File: config.mk
export PLATFORM = sky130hd
export DESIGN_NAME = pc_fetch_sequencer_flat
export DESIGN_NICKNAME = d
export VERILOG_FILES = /design/src/rtl/pc_fetch_sequencer_if.sv /design/src/rtl/pc_fetch_sequencer.sv /design/src/flat_wrapper.sv
export SDC_FILE = /design/constraint.sdc
export NUM_CORES = 1
export LEC_CHECK = 0
export CAP_MARGIN = 0
export CORE_MARGIN = 2
export CORE_UTILIZATION = 40
export CTS_CLUSTER_DIAMETER = 120
export DETAILED_ROUTE_END_ITERATION = 8
export GPL_ROUTABILITY_DRIVEN = 0
export PLACE_DENSITY_LB_ADDON = 0.05
export SLEW_MARGIN = 20
export SYNTH_ARGS = -nofsm -noshare
export SYNTH_HDL_FRONTEND = slang
export SYNTH_SLANG_ARGS = --single-unit
File: constraint.sdc
create_clock -name clk -period 4.5 [get_ports clk]
set_input_delay 1.125 -clock clk [delete_from_list [all_inputs] [get_ports clk]]
set_output_delay 1.125 -clock clk [all_outputs]
set_load 0.02 [all_outputs]
File: src/rtl/pc_fetch_sequencer_if.sv
// Instruction-memory bus for pc_fetch_sequencer: level request with a word address,
// answered by a one-cycle acknowledge that carries the instruction word.
interface pc_fetch_sequencer_if;
    logic        imem_req;
    logic [29:0] imem_addr;
    logic        imem_ack;
    logic [31:0] imem_rdata;

    modport master (
        output imem_req,
        output imem_addr,
        input  imem_ack,
        input  imem_rdata
    );

    modport slave (
        input  imem_req,
        input  imem_addr,
        output imem_ack,
        output imem_rdata
    );
endinterface

File: src/rtl/pc_fetch_sequencer.sv
// Fetch-side controller owning the architectural PC (word address) and sequencing fetches.
// Define NPC_JR_EN to enable register jump (npc_op 2'b11 -> rs_val[31:2]).
module pc_fetch_sequencer #(
    parameter logic [31:0] RESET_PC      = 32'h0000_3000,
    parameter int unsigned FETCH_TIMEOUT = 16
) (
    input  logic                 clk,
    input  logic                 rst,
    pc_fetch_sequencer_if.master imem,
    output logic [31:0]          instr_o,
    output logic                 instr_valid_o,
    output logic [29:0]          pc_o,
    input  logic                 npc_valid_i,
    input  logic [1:0]           npc_op_i,
    input  logic [25:0]          npc_imm_i,
    input  logic [31:0]          rs_val_i,
    input  logic                 stall_i,
    output logic                 fetch_err_o
);

    localparam int unsigned      CNT_W    = $clog2(FETCH_TIMEOUT);
    localparam logic [CNT_W-1:0] CNT_LAST = CNT_W'(FETCH_TIMEOUT - 1);

    typedef enum logic [1:0] {
        S_FETCH,
        S_DECIDE,
        S_STALL
    } state_e;

    state_e           state_q;
    logic [29:0]      pc_q;
    logic [29:0]      next_pc_d;
    logic             req_q;
    logic [31:0]      instr_q;
    logic             instr_valid_q;
    logic             err_q;
    logic [CNT_W-1:0] cnt_q;
    logic [1:0]       pend_op_q;
    logic [25:0]      pend_imm_q;
    logic [1:0]       sel_op;
    logic [25:0]      sel_imm;

`ifdef NPC_JR_EN
    logic [29:0]      pend_rs_q;
    logic [29:0]      sel_rs;
    logic             unused_rs_lo;
    assign unused_rs_lo = ^rs_val_i[1:0];
`else
    logic             unused_rs;
    assign unused_rs = ^rs_val_i;
`endif

    // In S_STALL the decision comes from the pending register, otherwise straight from decode.
    always_comb begin
        sel_op  = npc_op_i;
        sel_imm = npc_imm_i;
`ifdef NPC_JR_EN
        sel_rs  = rs_val_i[31:2];
`endif
        if (state_q == S_STALL) begin
            sel_op  = pend_op_q;
            sel_imm = pend_imm_q;
`ifdef NPC_JR_EN
            sel_rs  = pend_rs_q;
`endif
        end

        next_pc_d = pc_q + 30'd1;
        case (sel_op)
            2'b01:   next_pc_d = pc_q + {{14{sel_imm[15]}}, sel_imm[15:0]};
            2'b10:   next_pc_d = {pc_q[29:26], sel_imm};
`ifdef NPC_JR_EN
            2'b11:   next_pc_d = sel_rs;
`endif
            default: next_pc_d = pc_q + 30'd1;
        endcase
    end

    always_ff @(posedge clk) begin
        if (rst) begin
            state_q       <= S_FETCH;
            pc_q          <= RESET_PC[31:2];
            req_q         <= 1'b0;
            instr_q       <= '0;
            instr_valid_q <= 1'b0;
            err_q         <= 1'b0;
            cnt_q         <= '0;
            pend_op_q     <= '0;
            pend_imm_q    <= '0;
`ifdef NPC_JR_EN
            pend_rs_q     <= '0;
`endif
        end else begin
            instr_valid_q <= 1'b0;
            case (state_q)
                S_FETCH: begin
                    // A low request (after reset, a decision or a timeout) re-arms for one cycle first.
                    if (!req_q) begin
                        req_q <= 1'b1;
                    end else if (imem.imem_ack) begin
                        instr_q       <= imem.imem_rdata;
                        instr_valid_q <= 1'b1;
                        req_q         <= 1'b0;
                        cnt_q         <= '0;
                        state_q       <= S_DECIDE;
                    end else if (cnt_q == CNT_LAST) begin
                        req_q <= 1'b0;
                        cnt_q <= '0;
                        err_q <= 1'b1;
                    end else begin
                        cnt_q <= cnt_q + CNT_W'(1);
                    end
                end
                S_DECIDE: begin
                    if (npc_valid_i) begin
                        if (!stall_i) begin
                            pc_q    <= next_pc_d;
                            state_q <= S_FETCH;
                        end else begin
                            pend_op_q  <= npc_op_i;
                            pend_imm_q <= npc_imm_i;
`ifdef NPC_JR_EN
                            pend_rs_q  <= rs_val_i[31:2];
`endif
                            state_q    <= S_STALL;
                        end
                    end
                end
                S_STALL: begin
                    if (!stall_i) begin
                        pc_q    <= next_pc_d;
                        state_q <= S_FETCH;
                    end
                end
                default: state_q <= S_FETCH;
            endcase
        end
    end

    assign imem.imem_req  = req_q;
    assign imem.imem_addr = pc_q;
    assign instr_o        = instr_q;
    assign instr_valid_o  = instr_valid_q;
    assign pc_o           = pc_q;
    assign fetch_err_o    = err_q;

endmodule

File: src/flat_wrapper.sv
// flat-port wrapper written by rule: the top's interface ports become plain ports
module pc_fetch_sequencer_flat 
#(
    parameter logic [31:0] RESET_PC      = 32'h0000_3000,
    parameter int unsigned FETCH_TIMEOUT = 16
)
  (clk, rst, instr_o, instr_valid_o, pc_o, npc_valid_i, npc_op_i, npc_imm_i, rs_val_i, stall_i, fetch_err_o, imem_imem_req, imem_imem_addr, imem_imem_ack, imem_imem_rdata);
  pc_fetch_sequencer_if imem_i ();
  input  logic clk;
  input  logic rst;
  output logic [31:0] instr_o;
  output logic instr_valid_o;
  output logic [29:0] pc_o;
  input  logic npc_valid_i;
  input  logic [1:0] npc_op_i;
  input  logic [25:0] npc_imm_i;
  input  logic [31:0] rs_val_i;
  input  logic stall_i;
  output logic fetch_err_o;
  output wire logic [$bits(imem_i.imem_req)-1:0] imem_imem_req;
  output wire logic [$bits(imem_i.imem_addr)-1:0] imem_imem_addr;
  input wire logic [$bits(imem_i.imem_ack)-1:0] imem_imem_ack;
  input wire logic [$bits(imem_i.imem_rdata)-1:0] imem_imem_rdata;
  assign imem_imem_req = imem_i.imem_req;
  assign imem_imem_addr = imem_i.imem_addr;
  assign imem_i.imem_ack = imem_imem_ack;
  assign imem_i.imem_rdata = imem_imem_rdata;
  pc_fetch_sequencer #(.RESET_PC(RESET_PC), .FETCH_TIMEOUT(FETCH_TIMEOUT)) u_core (.clk(clk), .rst(rst), .imem(imem_i), .instr_o(instr_o), .instr_valid_o(instr_valid_o), .pc_o(pc_o), .npc_valid_i(npc_valid_i), .npc_op_i(npc_op_i), .npc_imm_i(npc_imm_i), .rs_val_i(rs_val_i), .stall_i(stall_i), .fetch_err_o(fetch_err_o));
endmodule
# After elaboration in Yosys (flattened, before gate mapping)
# Index checks and enable logic that the tools add are counted.
# classes
muxes	18
add_sub_neg	3
n_reduce_logical	9
eq_ne	9
bitwise_logic	3
# op_table
cell	count
$pmux W30 S2	2
$mux W30	2
$add A30 B1 Y30 const B	1
$add A30 B30 Y30	1
$mux W26	1
$mux W2	6
$mux W4	2
$reduce_and A4 Y1	2
$ne A2 B2 Y1 const B	3
$pmux W2 S3	1
$reduce_and A3 Y1	2
$add A4 B1 Y4 const B	1
$eq A2 B1 Y1 const B	2
$eq A2 B2 Y1 const B	2
$eq A4 B4 Y1 const B	1
$mux W1	4
$reduce_and A2 Y1	2
$not A1 Y1	3
$reduce_or A3 Y1	1
$logic_not A2 Y1	1
$ne A2 B1 Y1 const B	1
$reduce_bool A2 Y1	1
# totals
inputBits	97
register_bits	99
elab_cells	51
output_inout_bits	95

# Logic depth before layout (Yosys ltp)
# logic_depth
depth_word	7
ltp_mapped	18
depth_no_buf	15

# Least setup slack after synthesis
# OpenSTA, ideal clock, no wires.
# synth_path
kind	input port to flip-flop
start	input npc_op_i[0]
end	register u_core.pc_q[29] (netlist: u_core.imem.imem_addr[29])
required_time_ps	4379
path_buffers	2
arrival_ps	3970
setup_ps	121
cell_stages	14
setup_slack_ps	409
path_cell_list	nor3b_1 -> a31oi_1 -> clkbuf_1 -> nor2_1 -> ha_1 -> nand2_1 -> nor4_1 -> nor2_1 -> a211oi_2 -> or2_1 -> buf_6 -> a41oi_1 -> o21ai_1 -> mux2_2
# synth_via
elab_chain_cells	6
elab_cells_between_ends	7
classes_between	eq/ne: 2; mux: 5
# synth_lines
element	line	text
start: declaration	flat_wrapper.sv:15	input logic [1:0] npc_op_i;
$mux W2 *	pc_fetch_sequencer.sv:60	if (state_q == S_STALL) begin
$eq A2 B2 Y1 / $eq A2 B1 Y1 (equally long branches)	pc_fetch_sequencer.sv:69	case (sel_op)
$pmux W30 S2 *	pc_fetch_sequencer.sv:69	
$mux W30 *	pc_fetch_sequencer.sv:116, pc_fetch_sequencer.sv:130	
$mux W30	pc_fetch_sequencer.sv:115	if (npc_valid_i) begin
$pmux W30 S2 *	pc_fetch_sequencer.sv:95	case (state_q)
end signal: assignment	pc_fetch_sequencer.sv:82	pc_q <= RESET_PC[31:2];
end signal: assignment	pc_fetch_sequencer.sv:117	pc_q <= next_pc_d;
end signal: assignment	pc_fetch_sequencer.sv:131	pc_q <= next_pc_d;
end: declaration	pc_fetch_sequencer.sv:31	logic [29:0] pc_q;
# Mark *: on every way between the ends. The rest lies on a longest branch, timed or not. The select of a mux whose other input is x is not followed.
# A chain may end at the register's enable or synchronous reset.

# Worst setup path after layout
# layout_path
start	input npc_op_i[0]
end	register u_core.pc_q[22] (netlist: u_core.imem.imem_addr[22])
# Same word-level chain as after synthesis.

==> flow_summary.toml <==
[run_status]
status = "complete, no violations"

[yosys]
synthesis.area_mm2 = 0.00570
synth_area_leader_cell = "dfxtp_1"
netlist_instances = 706
synth_xor_area_share_pct = 1.84
synth_top_area_share_pct = 34.8
seq_area_frac_synth_pct = 34.8
synthSimpleGateAreaFrac_pct = 22.0
synthAdderAreaFrac_pct = 4.74
synthMuxAreaShare_pct = 7.14
synthTopCellsByArea = "dfxtp_1, mux2i_1, nand2_1, a21oi_1, a22o_1"
postSynthNetCount = 824
async_flop_share_pct = 0
yosysUniqueCellTypes = 62
yosysWarnings = 0
synth_compound_area_share_pct = 21.5
avgSynthCellArea_um2 = 8.07
synthTopCellsByCount = "dfxtp_1, nand2_1, nor2_1, a21oi_1, nor3_1"
yosysMostFrequentCell = "dfxtp_1"
synth_top_family_by_area = "simple AND/OR/NAND/NOR gates"
ys_ff_latch = 99
synth_edf_count = 0
synthFlopType = "dfxtp_1"

[final_layout]
diodes = 0
finalNetCount = 957
final_layout_size_suffix_gt1_share_pct = 9.13
fin_area_mm2 = 0.00770
nFillCells = 1289
area_growth_pct = 35.1
final_cells = 1023

[global_routing]
grt_busiest_layer = "met2"
antenna_found_initial = 0
grt_use_met2_pct = 34.2
grtUsageMet1_pct = 30.8
grt_pass1_wl_mm = 26.3
grt_pass1_vias = 5308
gr-total-overflow = 0
grtUsageTotal_pct = 22.2
grt_max_degree = 45
met3_usage_pct = 4.29

[worst_hold_path]
whs_endpoint = "u_core.pend_imm_q[9]"
min_from = "u_core.pend_imm_q[9]"
min_path_type = "reg -> reg"
hold_depth = 2

[placement]
place_hpwl_mm = 11.9
portBuffers = 159
numPlacedInstances = 1008
dpl_cell_area_mm2 = 0.00739

[clock_network]
clk_latency_ns = 0.36
ctsLongestPathBuffers = 2
numCtsBuffers = 9
clock-sinks = 99
cts_tree = "built"
root_buffer = "clkbuf_16"
htree_levels = 3
clk_pin_slew_ns = 0.07

[routing]
drt-vias-per-instance = 5.48
drt-total-wl_mm = 16.7
first_iter_violations = 467
detail_route.first_pass.iterations = 6
ant_nets = 0
routedWlPerCell_um = 16.3
route.detailed.drc = 0
num_vias = 5610

[power_and_ir_drop]
leakagePower_nw = 2.89
ir_drop_v = 0.000197
p_per_area_mw_per_mm2 = 291
total_power_mw = 2.24

[timing]
slew-limit-headroom_pct = 38.1
final-max-slew-violation-count = 0
min_period_ns = 4.32
rsz0062_at_grt = "yes"
fin_skew_ns = 0.00597
holdWs_ns = 0.454
clock.fmax_ghz = 0.232
fin_crit_sh_pct = 96.0
setup_viol = 0
hold_violations = 0
tns_ns = 0
worst_pin_slew_ns = 0.928

[critical_path]
r2r-end = "u_core.imem.imem_addr[22]"
worstPathRequired_ns = 4.70
critPathKind = "in -> reg"
cp-start-kind = "primary input"
cp-end-kind = "flop"
reg2reg_depth = 16
worstPathMaxFanout = 11
r2r_start = "u_core.state_q[0]"
r2r_slack_ns = 0.54
cp.arrival_ns = 4.52

[die]
io_pins = 192
coreArea_mm2 = 0.0139
num_rows = 43
dieArea_mm2 = 0.0152
die_w_um = 123
fp.dieH_um = 123
start_util_pct = 41.0

[job]
maxCapViolations = 0
[area by class of cell]
cell class | count | area (µm²) | share of cell area (%)
clock inverter | 5 | 63.8 | 0.829
inverter | 8 | 30.0 | 0.390
multi-input combinational | 523 | 3290 | 42.7
timing repair buffer | 198 | 1880 | 24.4
sequential | 99 | 1980 | 25.7
clock buffer | 10 | 229 | 2.97
tap | 180 | 225 | 2.93
[metrics by stage]
step                      util [%]  setup WS [ns]
final                         55.5          0.181
after global routing          55.5        -0.0267
after CTS                     55.4          0.100
after detailed placement      53.3         -0.274
after global placement        53.3         -0.242
after floorplan                  -          0.409
[logic make-up after synthesis]
| kind of cell | count (synthesis) |
|---|---|
| buf+inv | 84 |
| mux | 40 |
| compound gates | 181 |
| flops | 99 |
| fa+ha+maj | 21 |
| xor+xnor | 12 |
| simple gates | 269 |
[where the power goes]
part / total (mW) / internal (mW) / switching [mW]
Sequential: 0.958 / 0.916 / 0.0412
Clock: 0.782 / 0.432 / 0.350
Combinational: 0.499 / 0.238 / 0.260
Total: 2.24 / 1.59 / 0.651
[state kept, by name, indices dropped and copies added, names as in the netlist]
| signal | flops |
|---|---|
| u_core.imem.imem_req | 1 |
| u_core.fetch_err_o | 1 |
| u_core.cnt_q | 4 |
| u_core.state_q | 2 |
| u_core.instr_o | 32 |
| u_core.imem.imem_addr | 30 |
| u_core.instr_valid_o | 1 |
| u_core.pend_op_q | 2 |
| u_core.pend_imm_q | 26 |
[cells in the final DEF, fill, tap and decap left out, types with 9 or more instances in the layout]
cell	instances
dfxtp_1	99
nand2_1	86
a21oi_1	62
nor3_1	37
mux2i_1	35
buf_4	39
nor2_1	75
a211oi_1	13
clkbuf_16	9
a31oi_1	10
nand3_1	14
a22o_1	33
clkdlybuf4s50_1	158
o21ai_0	19
ha_1	19
[repair_timing]
action	4_1_cts	5_1_grt
buffers inserted	0	0
gates resized for setup	0	3
endpoints found under the hold margin	0	0
hold buffers	0	0
endpoints found under the setup margin	0	8
[how the worst max path moves through the flow]
stage	end	cells past startpoint	from	slack, ns
floorplan	u_core.imem.imem_addr[29]	14	npc_op_i[0]	0.41
global route	u_core.imem.imem_addr[22]	15	npc_op_i[0]	-0.03
CTS	u_core.imem.imem_addr[22]	15	npc_op_i[0]	0.10
detailed placement	u_core.imem.imem_addr[22]	15	npc_op_i[0]	-0.27
global placement	u_core.imem.imem_addr[22]	15	npc_op_i[0]	-0.24
finish	u_core.imem.imem_addr[22]	15	npc_op_i[0]	0.18
[routing by layer]
metal,part of all wire [%],vias up
met5,0,-
met1,47,2627
met4,1.7,0
met2,46,189
met3,4.9,23
li1,-,2771
[worst max-delay path: stages]
cell and delay [ns]:
clkdlybuf4s50_1 0.41, nor3b_1 0.14, a31oi_1 0.20, buf_4 0.17, buf_4 0.19, nor2_1 0.10, fa_1 0.45, a21oi_2 0.18
or3b_1 0.17, nand3_2 0.14, a311o_1 0.44, a31oi_4 0.25, mux2i_1 0.25, mux2i_1 0.21, a21oi_1 0.08
Note: power is estimated with default switching activity, not from simulation.
